`config.mk`:
```
export PLATFORM = sky130hd
export DESIGN_NAME = branch_tag_alloc
export DESIGN_NICKNAME = d
export VERILOG_FILES = /design/src/rtl/branch_tag_alloc_pkg.sv /design/src/rtl/branch_tag_alloc_slot_grant_scan.sv /design/src/rtl/branch_tag_alloc.sv
export SDC_FILE = /design/constraint.sdc
export NUM_CORES = 1
export LEC_CHECK = 0
export ABC_AREA = 1
export CORE_MARGIN = 2
export CORE_UTILIZATION = 29
export DETAILED_ROUTE_END_ITERATION = 8
export GPL_ROUTABILITY_DRIVEN = 0
export HOLD_SLACK_MARGIN = 0.08
export PLACE_DENSITY_LB_ADDON = 0.05
export SLEW_MARGIN = 20
export SYNTH_ARGS = -nofsm -noshare
export SYNTH_HDL_FRONTEND = slang
export SYNTH_SLANG_ARGS = --single-unit
```
`constraint.sdc`:
```
create_clock -name clk -period 5.2 [get_ports clk]
set_clock_uncertainty 0.15 [all_clocks]
set_input_delay 1.04 -clock clk [delete_from_list [all_inputs] [get_ports clk]]
set_output_delay 1.04 -clock clk [all_outputs]
set_load 0.05 [all_outputs]
```
`src/rtl/branch_tag_alloc_pkg.sv`:
```
// rtl/branch_tag_alloc_pkg.sv - shared constants and types for the branch checkpoint tag allocator
package branch_tag_alloc_pkg;

    localparam int BHT_NUM_TAGS    = 4;
    localparam int BHT_TAG_W       = 2;
    localparam int BHT_RECOVER_CYC = 3;

    typedef enum logic {
        IDLE    = 1'b0,
        RECOVER = 1'b1
    } bta_state_t;

    typedef logic [BHT_TAG_W-1:0] brtag_t;

endpackage

```
`src/rtl/branch_tag_alloc_slot_grant_scan.sv`:
```
// rtl/branch_tag_alloc_slot_grant_scan.sv - in-order grant scan over the four fetch slots
module slot_grant_scan
    import branch_tag_alloc_pkg::*;
#(
    parameter int TAG_W = BHT_TAG_W
) (
    input  logic [3:0]         alloc_vld,
    input  logic [TAG_W:0]     free_cnt,
    output logic [3:0]         gnt,
    output logic [4*TAG_W-1:0] offsets,
    output logic               refused,
    output logic [1:0]         hold_idx,
    output logic [TAG_W:0]     gnt_cnt
);

    logic [2:0] cnt;
    logic [3:0] free_ext;

    assign free_ext = 4'(free_cnt);

    // Slot 3 is oldest; the first refusal blocks every younger slot.
    always_comb begin
        gnt      = '0;
        offsets  = '0;
        refused  = 1'b0;
        hold_idx = 2'd0;
        cnt      = 3'd0;
        for (int i = 3; i >= 0; i--) begin
            offsets[i*TAG_W +: TAG_W] = cnt[TAG_W-1:0];
            if (alloc_vld[i] && !refused) begin
                if ({1'b0, cnt} < free_ext) begin
                    gnt[i] = 1'b1;
                    cnt    = cnt + 3'd1;
                end else begin
                    refused  = 1'b1;
                    hold_idx = 2'(3 - i);
                end
            end
        end
        gnt_cnt = (TAG_W+1)'(cnt);
    end

endmodule

```
`src/rtl/branch_tag_alloc.sv`:
```
// rtl/branch_tag_alloc.sv - in-order branch checkpoint tag allocator with mispredict recovery
module branch_tag_alloc
    import branch_tag_alloc_pkg::*;
#(
    parameter int NUM_TAGS    = BHT_NUM_TAGS,
    parameter int TAG_W       = BHT_TAG_W,
    parameter int RECOVER_CYC = BHT_RECOVER_CYC
) (
    input  logic                clk,
    input  logic                rst_n,
    input  logic [3:0]          alloc_vld,
    output logic [3:0]          alloc_gnt,
    output logic [4*TAG_W-1:0]  alloc_tags,
    output logic                stall_fetch_o,
    output logic [1:0]          hold_slot,
    input  logic                cmt_vld,
    input  logic                cmt_mispred,
    output logic                squash_vld,
    output logic [NUM_TAGS-1:0] squash_mask,
    output logic [NUM_TAGS-1:0] live_mask,
    output logic [TAG_W:0]      tag_cnt,
    output logic                tags_full,
    output logic                underflow_err
);

    localparam logic [TAG_W:0]      FULL_CNT  = (TAG_W+1)'(NUM_TAGS);
    localparam logic [TAG_W:0]      CNT_ONE   = 1;
    localparam logic [TAG_W-1:0]    TAG_ONE   = 1;
    localparam logic [NUM_TAGS-1:0] LSB_ONE   = 1;
    localparam logic [3:0]          RCNT_INIT = 4'(RECOVER_CYC - 1);

    bta_state_t           state, state_nxt;
    logic [TAG_W-1:0]     head, tail;
    logic [3:0]           rcnt;
    logic                 in_recover;
    logic [TAG_W:0]       free_cnt;
    logic [3:0]           scan_vld;
    logic [4*TAG_W-1:0]   offsets;
    logic                 refused;
    logic [TAG_W:0]       gnt_cnt;
    logic                 cmt_empty, mispred_cmt, do_squash, do_commit;
    logic [NUM_TAGS-1:0]  head_bit, new_live;
    logic [TAG_W:0]       cnt_after_cmt;

    assign free_cnt    = FULL_CNT - tag_cnt;
    assign cmt_empty   = cmt_vld & (tag_cnt == '0);
    assign mispred_cmt = cmt_vld & cmt_mispred;
    assign do_squash   = mispred_cmt & ~cmt_empty;
    assign do_commit   = cmt_vld & ~cmt_mispred & ~cmt_empty;
    assign head_bit    = LSB_ONE << head;
    assign tags_full   = (tag_cnt == FULL_CNT);

    // Nothing may be granted during reset, recovery or a mispredicting commit.
    assign scan_vld = (rst_n && !in_recover && !mispred_cmt) ? alloc_vld : 4'b0000;

    slot_grant_scan #(.TAG_W(TAG_W)) u_scan (
        .alloc_vld (scan_vld),
        .free_cnt  (free_cnt),
        .gnt       (alloc_gnt),
        .offsets   (offsets),
        .refused   (refused),
        .hold_idx  (hold_slot),
        .gnt_cnt   (gnt_cnt)
    );

    assign stall_fetch_o = rst_n & (in_recover | refused | mispred_cmt);

    always_comb begin
        alloc_tags = '0;
        new_live   = '0;
        for (int i = 0; i < 4; i++) begin
            if (alloc_gnt[i]) begin
                alloc_tags[i*TAG_W +: TAG_W] = tail + offsets[i*TAG_W +: TAG_W];
                new_live[tail + offsets[i*TAG_W +: TAG_W]] = 1'b1;
            end
        end
    end

    assign cnt_after_cmt = do_commit ? tag_cnt - CNT_ONE : tag_cnt;

    always_ff @(posedge clk or negedge rst_n) begin
        if (!rst_n) begin
            head          <= '0;
            tail          <= '0;
            tag_cnt       <= '0;
            live_mask     <= '0;
            squash_vld    <= 1'b0;
            squash_mask   <= '0;
            underflow_err <= 1'b0;
            rcnt          <= 4'd0;
        end else begin
            squash_vld  <= do_squash;
            squash_mask <= do_squash ? (live_mask & ~head_bit) : '0;
            if (cmt_empty) begin
                underflow_err <= 1'b1;
            end
            if (do_squash) begin
                head      <= head + TAG_ONE;
                tail      <= head + TAG_ONE;
                tag_cnt   <= '0;
                live_mask <= '0;
            end else begin
                if (do_commit) begin
                    head <= head + TAG_ONE;
                end
                tail      <= tail + gnt_cnt[TAG_W-1:0];
                tag_cnt   <= cnt_after_cmt + gnt_cnt;
                live_mask <= (live_mask & ~(do_commit ? head_bit : '0)) | new_live;
            end
            if (do_squash) begin
                rcnt <= RCNT_INIT;
            end else if (in_recover && rcnt != 4'd0) begin
                rcnt <= rcnt - 4'd1;
            end
        end
    end

    always_ff @(posedge clk or negedge rst_n) begin
        if (!rst_n) begin
            state <= IDLE;
        end else begin
            state <= state_nxt;
        end
    end

    always_comb begin
        state_nxt = state;
        case (state)
            IDLE:    if (do_squash) state_nxt = RECOVER;
            RECOVER: if (rcnt == 4'd0) state_nxt = IDLE;
            default: state_nxt = IDLE;
        endcase
    end

    always_comb begin
        in_recover = (state == RECOVER);
    end

endmodule
```
# Word-level counts from Yosys, hierarchy flattened
# Cells that the tools add are included.
dict set report totals {
  regBits 22
  in_bits 8
}
dict set report classes {
  add_sub_neg 12
  order_cmp 12
  eq_ne 1
  shift 1
  mux 60
  bitwise 19
  n_reduce_logical 20
}
# cell count
set op_table {}
lappend op_table {{two-way mux 4 bit} 10}
lappend op_table {{two-way mux 3 bit} 9}
lappend op_table {{two-way mux 1 bit} 24}
lappend op_table {{two-way mux 2 bit} 12}
lappend op_table {{bitwise OR 4 bit} 4}
lappend op_table {{< comparator 2 x 3 -> 1 bit (second input constant)} 4}
lappend op_table {{logical AND 1 bit} 10}
lappend op_table {{adder 3 x 1 -> 3 bit (second input constant)} 3}
lappend op_table {{< comparator 3 bit} 3}
lappend op_table {{adder 2 bit} 4}
lappend op_table {{bitwise AND 4 bit} 2}
lappend op_table {{demux 1 bit (select 2 bit)} 4}
lappend op_table {{greater-or-equal comparator 2 x 1 -> 1 bit (second input constant)} 4}
lappend op_table {{NOT 4 bit} 2}
lappend op_table {{bitwise AND 1 bit} 6}
lappend op_table {{zero test 1 bit} 5}
lappend op_table {{zero test 4 bit} 1}
lappend op_table {{nonzero test 2 bit} 2}
lappend op_table {{nonzero test 4 bit} 1}
lappend op_table {{<< shifter 1 x 2 -> 4 bit (first input constant)} 1}
lappend op_table {{subtractor 4 x 1 -> 4 bit (second input constant)} 1}
lappend op_table {{adder 3 bit} 1}
lappend op_table {{equality test 3 bit (second input constant)} 1}
lappend op_table {{zero test 3 bit} 1}
lappend op_table {{other kinds (7)} 10}

# Longest topological paths before layout
# Gate-level depths: netlist of run 1.
dict set report depth {
  word_depth 25
  mapped_depth 26
}

# By module
# From an unflattened synthesis of run 1, not the netlist that was laid out.
dict set report unflattened {
  hier_cells 293
  area_unflattened_um2 1950.6
}
# module n_inst cells_per_inst area_per_inst_um2 seq_area_each_um2
set by_module_without_submodules {}
lappend by_module_without_submodules {branch_tag_alloc 1 206 1512.7 550.5}
lappend by_module_without_submodules {slot_grant_scan 1 87 437.9 0.0}

# Least setup slack after synthesis of run 1
# No wires, ideal clock.
dict set report synth_path {
  kind {register -> output}
  from {register tag_cnt[0]}
  to {output port stall_fetch_o}
  arrival_time_ns 4.018
  required_ns 4.010
  setup_slack_ns -0.008
  stages_incl_launch_ff 19
  path_buffers 0
  cell_sequence {dfrtp_1 -> inv_1 -> ha_1 -> ha_1 -> inv_1 -> nor2_2 -> nand2_2 -> nand3_2 -> inv_1 -> ha_1 -> inv_1 -> o21ai_4 -> ha_1 -> nand2_1 -> inv_1 -> nand2_2 -> nand2_1 -> nand2_1 -> a21boi_0}
}
dict set report synth_via {
  elab_chain_len 16
  word_cells_on_any_way 30
  cone_classes {add/sub: 3; order compare: 4; mux: 14; bitwise: 3; reduce/logical: 6}
}
# item line
set synth_lines {}
lappend synth_lines {{start: declaration} branch_tag_alloc.sv:21} ;# output logic [TAG_W:0] tag_cnt,
lappend synth_lines {{start signal: assignment} branch_tag_alloc.sv:107} ;# tag_cnt <= cnt_after_cmt + gnt_cnt;
lappend synth_lines {{subtractor 3 bit *} branch_tag_alloc.sv:45} ;# assign free_cnt = FULL_CNT - tag_cnt;
lappend synth_lines {{< comparator 1 x 3 -> 1 bit} branch_tag_alloc_slot_grant_scan.sv:31} ;# if ({1'b0, cnt} < free_ext) begin
lappend synth_lines {{two-way mux 1 bit} branch_tag_alloc_slot_grant_scan.sv:31}
lappend synth_lines {{two-way mux 3 bit or two-way mux 1 bit (tied branches)} branch_tag_alloc_slot_grant_scan.sv:30} ;# if (alloc_vld[i] && !refused) begin
lappend synth_lines {{adder 3 x 1 -> 3 bit (tied with other cells)} branch_tag_alloc_slot_grant_scan.sv:33} ;# cnt = cnt + 3'd1;
lappend synth_lines {{two-way mux 3 bit (tied with other cells)} branch_tag_alloc_slot_grant_scan.sv:31}
lappend synth_lines {{two-way mux 3 bit or two-way mux 1 bit (tied branches)} branch_tag_alloc_slot_grant_scan.sv:30}
lappend synth_lines {{adder 3 x 1 -> 3 bit (tied with other cells)} branch_tag_alloc_slot_grant_scan.sv:33}
lappend synth_lines {{two-way mux 3 bit (tied with other cells)} branch_tag_alloc_slot_grant_scan.sv:31}
lappend synth_lines {{two-way mux 3 bit or two-way mux 1 bit (tied branches)} branch_tag_alloc_slot_grant_scan.sv:30}
lappend synth_lines {{< comparator 3 bit or zero test 1 bit (tied branches)} {branch_tag_alloc_slot_grant_scan.sv:31, branch_tag_alloc_slot_grant_scan.sv:30}}
lappend synth_lines {{two-way mux 1 bit or logical AND 1 bit (tied branches)} {branch_tag_alloc_slot_grant_scan.sv:31, branch_tag_alloc_slot_grant_scan.sv:30}}
lappend synth_lines {{two-way mux 1 bit *} branch_tag_alloc_slot_grant_scan.sv:30}
lappend synth_lines {{bitwise OR 1 bit * (2 in a row)} branch_tag_alloc.sv:66} ;# assign stall_fetch_o = rst_n & (in_recover | refused | mispred_cmt);
lappend synth_lines {{bitwise AND 1 bit *} branch_tag_alloc.sv:66}
lappend synth_lines {{end: declaration} branch_tag_alloc.sv:14} ;# output logic stall_fetch_o,
# Mark *: on every way between the ends. The rest lies on a longest branch, timed or not.

# Worst setup path after layout of run 1
dict set report layout_path {
  from {input port rst_n}
  to {output port alloc_tags[0]}
}
dict set report layout_via {
  elab_chain_len 14
  word_cells_on_any_way 28
  cone_classes {add/sub: 3; order compare: 3; mux: 14; reduce/logical: 8}
}
# item line
set layout_lines {}
lappend layout_lines {{start: declaration} branch_tag_alloc.sv:10} ;# input logic rst_n,
lappend layout_lines {{logical AND 1 bit * (2 in a row)} branch_tag_alloc.sv:54} ;# assign scan_vld = (rst_n && !in_recover && !mispred_cmt) ? alloc_vld : 4'b0000;
lappend layout_lines {{two-way mux 4 bit *} branch_tag_alloc.sv:54}
lappend layout_lines {{two-way mux 3 bit or two-way mux 1 bit (tied branches)} branch_tag_alloc_slot_grant_scan.sv:30}
lappend layout_lines {{adder 3 x 1 -> 3 bit (tied with other cells)} branch_tag_alloc_slot_grant_scan.sv:33}
lappend layout_lines {{two-way mux 3 bit (tied with other cells)} branch_tag_alloc_slot_grant_scan.sv:31}
lappend layout_lines {{two-way mux 3 bit or two-way mux 1 bit (tied branches)} branch_tag_alloc_slot_grant_scan.sv:30}
lappend layout_lines {{adder 3 x 1 -> 3 bit (tied with other cells)} branch_tag_alloc_slot_grant_scan.sv:33}
lappend layout_lines {{two-way mux 3 bit (tied with other cells)} branch_tag_alloc_slot_grant_scan.sv:31}
lappend layout_lines {{two-way mux 3 bit or two-way mux 1 bit (tied branches)} branch_tag_alloc_slot_grant_scan.sv:30}
lappend layout_lines {{< comparator 3 bit or zero test 1 bit (tied branches)} {branch_tag_alloc_slot_grant_scan.sv:31, branch_tag_alloc_slot_grant_scan.sv:30}}
lappend layout_lines {{two-way mux 1 bit or logical AND 1 bit (tied branches)} {branch_tag_alloc_slot_grant_scan.sv:31, branch_tag_alloc_slot_grant_scan.sv:30}}
lappend layout_lines {{two-way mux 1 bit} branch_tag_alloc_slot_grant_scan.sv:30}
lappend layout_lines {{two-way mux 2 bit *} branch_tag_alloc.sv:72} ;# if (alloc_gnt[i]) begin
lappend layout_lines {{end: declaration} branch_tag_alloc.sv:13} ;# output logic [4*TAG_W-1:0] alloc_tags,
# Marks and branches as above.

==> results.sh, run 1 <==
export IMPL_run_status="finished clean"
export IMPL_hpwl_mm=3.66
export IMPL_wl_per_cell_um=12.9
export IMPL_critPathKind="in2out"
export IMPL_ys_types=36
export IMPL_cap_violations=0
export IMPL_synthToLayoutAreaGrowth_pct=37.0
export IMPL_finalSetupTns_ns=0
export IMPL_start_util_pct=29.8
export IMPL_first_global_vias=1517
export IMPL_critPathMaxStageDelay_ns=0.55
export IMPL_rows=28
export IMPL_required_ns=4.01
export IMPL_seqPwrFrac_pct=19.9
export IMPL_ys_ff_latch=22
export IMPL_h_tree_depth=1
export IMPL_internal_power_uw=713
export IMPL_postRouteAntennaNets=0
export IMPL_coreArea_mm2=0.00592
export IMPL_synth_area_top_cells="dfrtp_1 31%, ha_1 12%, inv_1 8.5%"
export IMPL_ir_drop_uv=273
export IMPL_swShare_pct=51.9
export IMPL_cts_hold_buf=0
export IMPL_synth_area_per_cell_um2=7.96
export IMPL_p_clk_share_pct=11.1
export IMPL_clockBufferDepth=2
export IMPL_post_cts_buffers=0
export IMPL_clock_sinks=22
export IMPL_worstPathCellList="clkdlybuf4s50_1 > buf_4 > nand4_1 > nand2_1 > nand3_2 > inv_1 > ha_1 > inv_1 > nor2_1 > ha_1 > a21oi_2 > nand3_4 > buf_4 > nor2_2 > buf_12"
export IMPL_grt_overflow=0
export IMPL_vias=1554
export IMPL_tightest_slew_ns=0.871
export IMPL_switchingPower_uw=768
export IMPL_power_leakage_uw=0.00118
export IMPL_drive_gt1_share_pct=20.8
export IMPL_cp_depth=15
export IMPL_critPathSlowestCell="clkdlybuf4s50_1"
export IMPL_fillers=590
export IMPL_final_cell_mix="40 x inv_1, 31 x nand2_1, 22 x dfrtp_1, 22 x clkdlybuf4s50_1, 17 x ha_1"
export IMPL_grt_usage_pct=14.3
export IMPL_yosysSeqAreaShare_pct=31.2
export IMPL_clkTransAtPathRegs_ns=0.08
export IMPL_place_inst=336
export IMPL_finalNetCount=292
export IMPL_firstDrtPassIters=4
export IMPL_insertion_delay_ns=0.27
export IMPL_portBuffers=36
export IMPL_diodes=0
export IMPL_routed_wl_mm=4.40
export IMPL_syn_nets=248
export IMPL_r2r_end="tag_cnt[2]"
export IMPL_start_kind="input pin"
export IMPL_slew_headroom_pct=41.7
export IMPL_critPathCaptureType="output pin"
export IMPL_min_path_type="reg2reg"
export IMPL_netlist_instances=222
export IMPL_min_to="underflow_err"
export IMPL_via_per_inst=4.57
export IMPL_fin_crit_ns=4.98
export IMPL_reg2reg_slack_ns=0.92
export IMPL_cts_tree="built"
export IMPL_path_buf_inv=6
export IMPL_whs_path_depth=1
export IMPL_io_pin_count=37
export IMPL_layout_commonest_cell="inv_1"
export IMPL_critPathTopFamily="buffers and inverters"
export IMPL_pwr_density_cell_mw_per_mm2=612
export IMPL_cts_buffers=3
export IMPL_drtIter0Drc=58
export IMPL_post_route_period_util_pct=95.8
export IMPL_comb_power_share_pct=69.0
export IMPL_cts_resized=0
export IMPL_ys_warn_count=0
export IMPL_syn_area_mm2=0.00177
export IMPL_worst_ep_arrival_time_ns=3.79
export IMPL_rsz0062_at_grt="no"
export IMPL_grt_pass1_wl_mm=7.32
export IMPL_die_area_mm2=0.00673
export IMPL_drc=0
export IMPL_setup_viol=0
export IMPL_fin_cells=340
export IMPL_min_delay_start="underflow_err"
export IMPL_synth_top_cell_area_share_pct=31.2
export IMPL_grt_max_degree=19
export IMPL_die_h_um=82.1
export IMPL_root_buffer="clkbuf_8"
export IMPL_ff2ff_path_depth=23
export IMPL_fp_dieW_um=82.1
export IMPL_r2r_start="tag_cnt[1]"
export IMPL_antenna_found_initial=0
export IMPL_cp_max_fo=7
export IMPL_hold_violations=0
export IMPL_max_clock_freq_mhz=201
export IMPL_synth_largest_area_cell="dfrtp_1"
export IMPL_final_max_slew_viol_count=0
routing by layer:
layer	vias to the layer above	share of wire, %	global-route usage, %
met4	0	1.2	2.83
li1	807	-	-
met2	34	47	24.3
met1	707	48	18.9
met5	-	0	0
met3	6	3.9	2.75
power by group through the flow:
stage / Combinational, µW / Clock, µW / Sequential (µW)
6_report: 1020 / 164 / 295
4_1_cts: 1030 / 168 / 297
3_5_place_dp: 1030 / 0 / 300
5_1_grt: 1140 / 175 / 308
2_1_floorplan: 652 / 0 / 376
3_3_place_gp: 1040 / 0 / 301
registers in the layout, indices dropped and copies added (netlist names):
signal         cells
tail               2
squash_vld         1
in_recover         1
squash_mask        4
underflow_err      1
live_mask          4
head               2
tag_cnt            3
rcnt               4
metrics by stage:
stage	utilization (%)	cell area, µm²	total power [µW]	setup WS [ns]	hold WS, ns
floorplan	-	1770	1030	0.376	0.284
global placement	39.6	2340	1340	0.0821	0.297
detailed placement	39.6	2340	1330	0.0678	0.293
CTS	40.8	2420	1500	0.0878	0.313
global route	40.9	2420	1620	0.0363	0.345
finish	40.9	2420	1480	0.218	0.306
cells by family (layout without fill, tap and decap cells):
kind of cell	after synthesis	after routing	synth area share [%]
AO/OA/AOI/OAI	35	35	12.4
adder cells (fa/ha/maj)	18	18	13.2
buffers and inverters	48	91	10.2
XOR/XNOR	11	11	5.88
AND/OR/NAND/NOR	88	88	27.2
flip-flops	22	22	31.2
cell usage after synthesis, drive strengths merged:
master and count:
a21oi 16, a221o 1, nand3b 1, nor3b 1
nand2 40, o21ai 12, nor4 1, nand4 5
nor3 9, a221oi 1, a31oi 1, a21boi 1
xor2 6, a311oi 1, nor2 21, fa 1
a21o 1, inv 45, dfrtp 22, xnor2 5
ha 17, nand3 10, clkbuf 3, a211oi 1
area by class of cell:
| cell class | instances | area, µm² | share of cell area (%) |
|---|---|---|---|
| Multi-Input combinational cell | 152 | 1040 | 43.0 |
| Inverter | 45 | 169 | 6.98 |
| Sequential cell | 22 | 551 | 22.8 |
| Clock inverter | 1 | 30.0 | 1.24 |
| Timing Repair Buffer | 42 | 495 | 20.5 |
| Clock buffer | 3 | 41.3 | 1.71 |
| Tap cell | 75 | 93.8 | 3.88 |
how the worst max path moves through the flow:
| stage | from | to |
|---|---|---|
| floorplan | tag_cnt[0] | stall_fetch_o |
| global placement | rst_n | tag_cnt[2] |
| detailed placement | rst_n | tag_cnt[2] |
| CTS | rst_n | alloc_tags[0] |
| global route | rst_n | alloc_tags[0] |
| finish | rst_n | alloc_tags[0] |
(Power assumes the default switching activity.)
==> inputs of run 2 (changes only) <==
--- a/config.mk
+++ b/config.mk
@@ -5,7 +5,6 @@
 export SDC_FILE = /design/constraint.sdc
 export NUM_CORES = 1
 export LEC_CHECK = 0
-export ABC_AREA = 1
 export CORE_MARGIN = 2
 export CORE_UTILIZATION = 29
 export DETAILED_ROUTE_END_ITERATION = 8
==> run 2 against run 1 <==
Effect of this change: wire length grew 15%; power grew 17%; area after synthesis grew 1.2%; via count grew 10%; first-iteration DRC count grew 24%; global-route usage grew 2.0 points; sequential share of layout area shrank 4.0 points; critical path depth grew 1; core utilization grew 8.6 points; cell count grew 4.7%; synthesized cell count shrank 11%; worst setup slack lost 0.089 ns; critical endpoint unchanged; largest cell class unchanged; largest power group unchanged.
==> results.sh, run 2 <==
export IMPL_run_status="finished clean"
export IMPL_cap_violations=0
export IMPL_synth_area_per_cell_um2=9.03
export IMPL_via_per_inst=4.82
export IMPL_first_global_vias=1694
export IMPL_grt_overflow=0
export IMPL_layout_commonest_cell="buf_4"
export IMPL_cts_tree="built"
export IMPL_vias=1716
export IMPL_power_leakage_uw=0.00132
export IMPL_crit_start="alloc_vld[3]"
export IMPL_synthToLayoutAreaGrowth_pct=64.7
export IMPL_fin_cells=356
export IMPL_start_util_pct=30.0
export IMPL_io_pin_count=37
export IMPL_drtIter0Drc=72
export IMPL_rsz0062_at_grt="no"
export IMPL_ir_drop_uv=246
export IMPL_synth_top_cell_area_share_pct=30.8
export IMPL_routed_wl_mm=5.05
export IMPL_slew_headroom_pct=57.7
export IMPL_cp_max_fo=4
export IMPL_wl_per_cell_um=14.2
export IMPL_required_ns=4.01
export IMPL_rows=28
export IMPL_worst_ep_arrival_time_ns=3.88
export IMPL_pwr_density_cell_mw_per_mm2=588
export IMPL_r2r_start="tag_cnt[0]"
export IMPL_fin_total_pwr_uw=1730
export IMPL_synth_common_cells="22 x dfrtp_1, 19 x nand2_1, 17 x ha_1, 17 x inv_1, 11 x nor2_1"
export IMPL_yosysSeqAreaShare_pct=30.8
export IMPL_fp_dieW_um=82.5
export IMPL_start_kind="input pin"
export IMPL_cts_hold_buf=0
export IMPL_firstDrtPassIters=4
export IMPL_syn_area_mm2=0.00179
export IMPL_final_cell_mix="49 x buf_4, 20 x dfrtp_1, 17 x nand2_1, 16 x inv_1, 16 x clkdlybuf4s50_1"
export IMPL_diodes=0
export IMPL_p_clk_share_pct=9.2
export IMPL_critPathKind="in2out"
export IMPL_place_inst=336
export IMPL_fillers=551
export IMPL_final_max_slew_viol_count=0
export IMPL_synth_largest_area_cell="dfrtp_1"
export IMPL_yosys_cell_count_top_type="dfrtp_1"
export IMPL_clockBufferDepth=2
export IMPL_seqPwrFrac_pct=17.7
export IMPL_swShare_pct=47.4
export IMPL_synth_area_top_cells="dfrtp_1 31%, ha_1 12%, xnor2_1 4.9%"
export IMPL_antenna_found_initial=0
export IMPL_finalSetupTns_ns=0
export IMPL_ys_flop_type="dfrtp_1"
export IMPL_cts_buffers=3
export IMPL_critPathCaptureType="output pin"
export IMPL_clkTransAtPathRegs_ns=0.07
export IMPL_hpwl_mm=3.89
export IMPL_root_buffer="clkbuf_8"
export IMPL_grt_pass1_wl_mm=8.35
export IMPL_ys_types=48
export IMPL_grt_usage_pct=16.3
export IMPL_clock_sinks=22
export IMPL_fin_crit_ns=5.07
export IMPL_min_delay_start="underflow_err"
export IMPL_insertion_delay_ns=0.26
export IMPL_die_h_um=82.5
export IMPL_postRouteAntennaNets=0
export IMPL_reg_top3="live_mask x4, rcnt x4, squash_mask x4"
export IMPL_syn_nets=224
export IMPL_switchingPower_uw=821
export IMPL_portBuffers=36
export IMPL_h_tree_depth=1
export IMPL_tightest_slew_ns=0.632
export IMPL_netlist_instances=198
export IMPL_grt_max_degree=23
export IMPL_internal_power_uw=912
export IMPL_comb_power_share_pct=73.1
export IMPL_min_path_type="reg2reg"
export IMPL_finalNetCount=308
export IMPL_ys_ff_latch=22
export IMPL_coreArea_mm2=0.00596
export IMPL_post_route_period_util_pct=97.5
export IMPL_hold_violations=0
export IMPL_ys_async_sr_fraction_pct=100
export IMPL_synth_edff_count=0
export IMPL_drive_gt1_share_pct=39.5
export IMPL_setup_viol=0
export IMPL_die_area_mm2=0.00681
export IMPL_drc=0
export IMPL_max_clock_freq_mhz=197
export IMPL_ys_warn_count=0
[run 2: changes by cell type after synthesis, moves of 5 or more]
cell,change
inv_1,-23
a21o_1,+5
nor3_1,-6
nand2_1,-12
nor2_1,-5
nand2_2,-7
xnor2_1,+6
a21oi_1,-7
nand4_1,-5
and2_1,+7
[run 2: worst paths after layout]
kind | to | slack, ns | cells after the start
worst max register to register | tag_cnt[2] | 0.27 | 27
worst min-delay path | underflow_err | 0.31 | 1
worst min register to register | underflow_err | 0.31 | 1
max in group asynchronous | tag_cnt[1] | 3.74 | 2
worst max-delay path | alloc_tags[0] | 0.13 | 16
min in group asynchronous | tail[0] | 0.92 | 2
[run 2: worst max-delay path, cell delays in order]
cell      delay (ns)
buf_2           0.12
and2_1          0.13
a221o_1         0.36
nor2_4          0.14
ha_4            0.20
a21boi_1        0.13
mux2i_2         0.21
inv_2           0.08
ha_4            0.23
o21ai_4         0.15
nand2_2         0.08
a221o_1         0.30
a31o_4          0.23
nor2_4          0.16
and2_4          0.18
buf_12          0.13
[run 2: cell families after synthesis]
kind of cell	Yosys count	synth area share, %
compound gates	44	18.4
xor+xnor	18	9.24
simple gates	68	20.4
flops	22	30.8
buf+inv	23	5.25
fa+ha+maj	18	13.0
mux	5	2.87
[run 2: cell type report]
type                            count  area, µm²  share of cell area, %
Clock inverter                      1       30.0                   1.02
Inverter                           18       67.6                   2.29
Timing Repair Buffer               84        833                   28.3
Tap cell                           75       93.8                   3.19
Clock buffer                        3       41.3                   1.40
Sequential cell                    22        553                   18.8
Multi-Input combinational cell    153       1330                   45.0
[run 2: layer usage]
metal  share of wire, %  vias up  GRT usage [%]  wire length (µm)
li1                   -      853              -                 -
met1                 46      824           20.9              2300
met2                 50       32           28.4              2530
met3                2.5        7           1.74               126
met4                1.8        0           5.90                90
met5                  0        -              0                 0
[run 2: repair_timing]
item	4_1_cts	5_1_grt
gates resized for setup	15	20
pin swaps	11	16
buffers inserted	15	2
setup endpoints to repair	7	7
[run 2: stage by stage]
| step | worst slack, ns | instance area, µm² | hold slack, ns | utilization, % |
|---|---|---|---|---|
| 3_3_place_gp | -0.400 | 2640 | 0.291 | 44.3 |
| 2_1_floorplan | -0.234 | 1870 | 0.351 | - |
| 6_report | 0.129 | 2950 | 0.310 | 49.5 |
| 3_5_place_dp | -0.471 | 2640 | 0.301 | 44.3 |
| 5_1_grt | 0.0117 | 2950 | 0.339 | 49.5 |
| 4_1_cts | 0.00426 | 2870 | 0.319 | 48.2 |
[run 2: power by group through the flow]
stage / Clock (µW) / Combinational, µW / Sequential, µW
after floorplan: 0 / 679 / 382
after global placement: 0 / 1130 / 310
after detailed placement: 0 / 1140 / 309
after CTS: 164 / 1190 / 308
after global routing: 172 / 1380 / 320
final: 159 / 1270 / 307
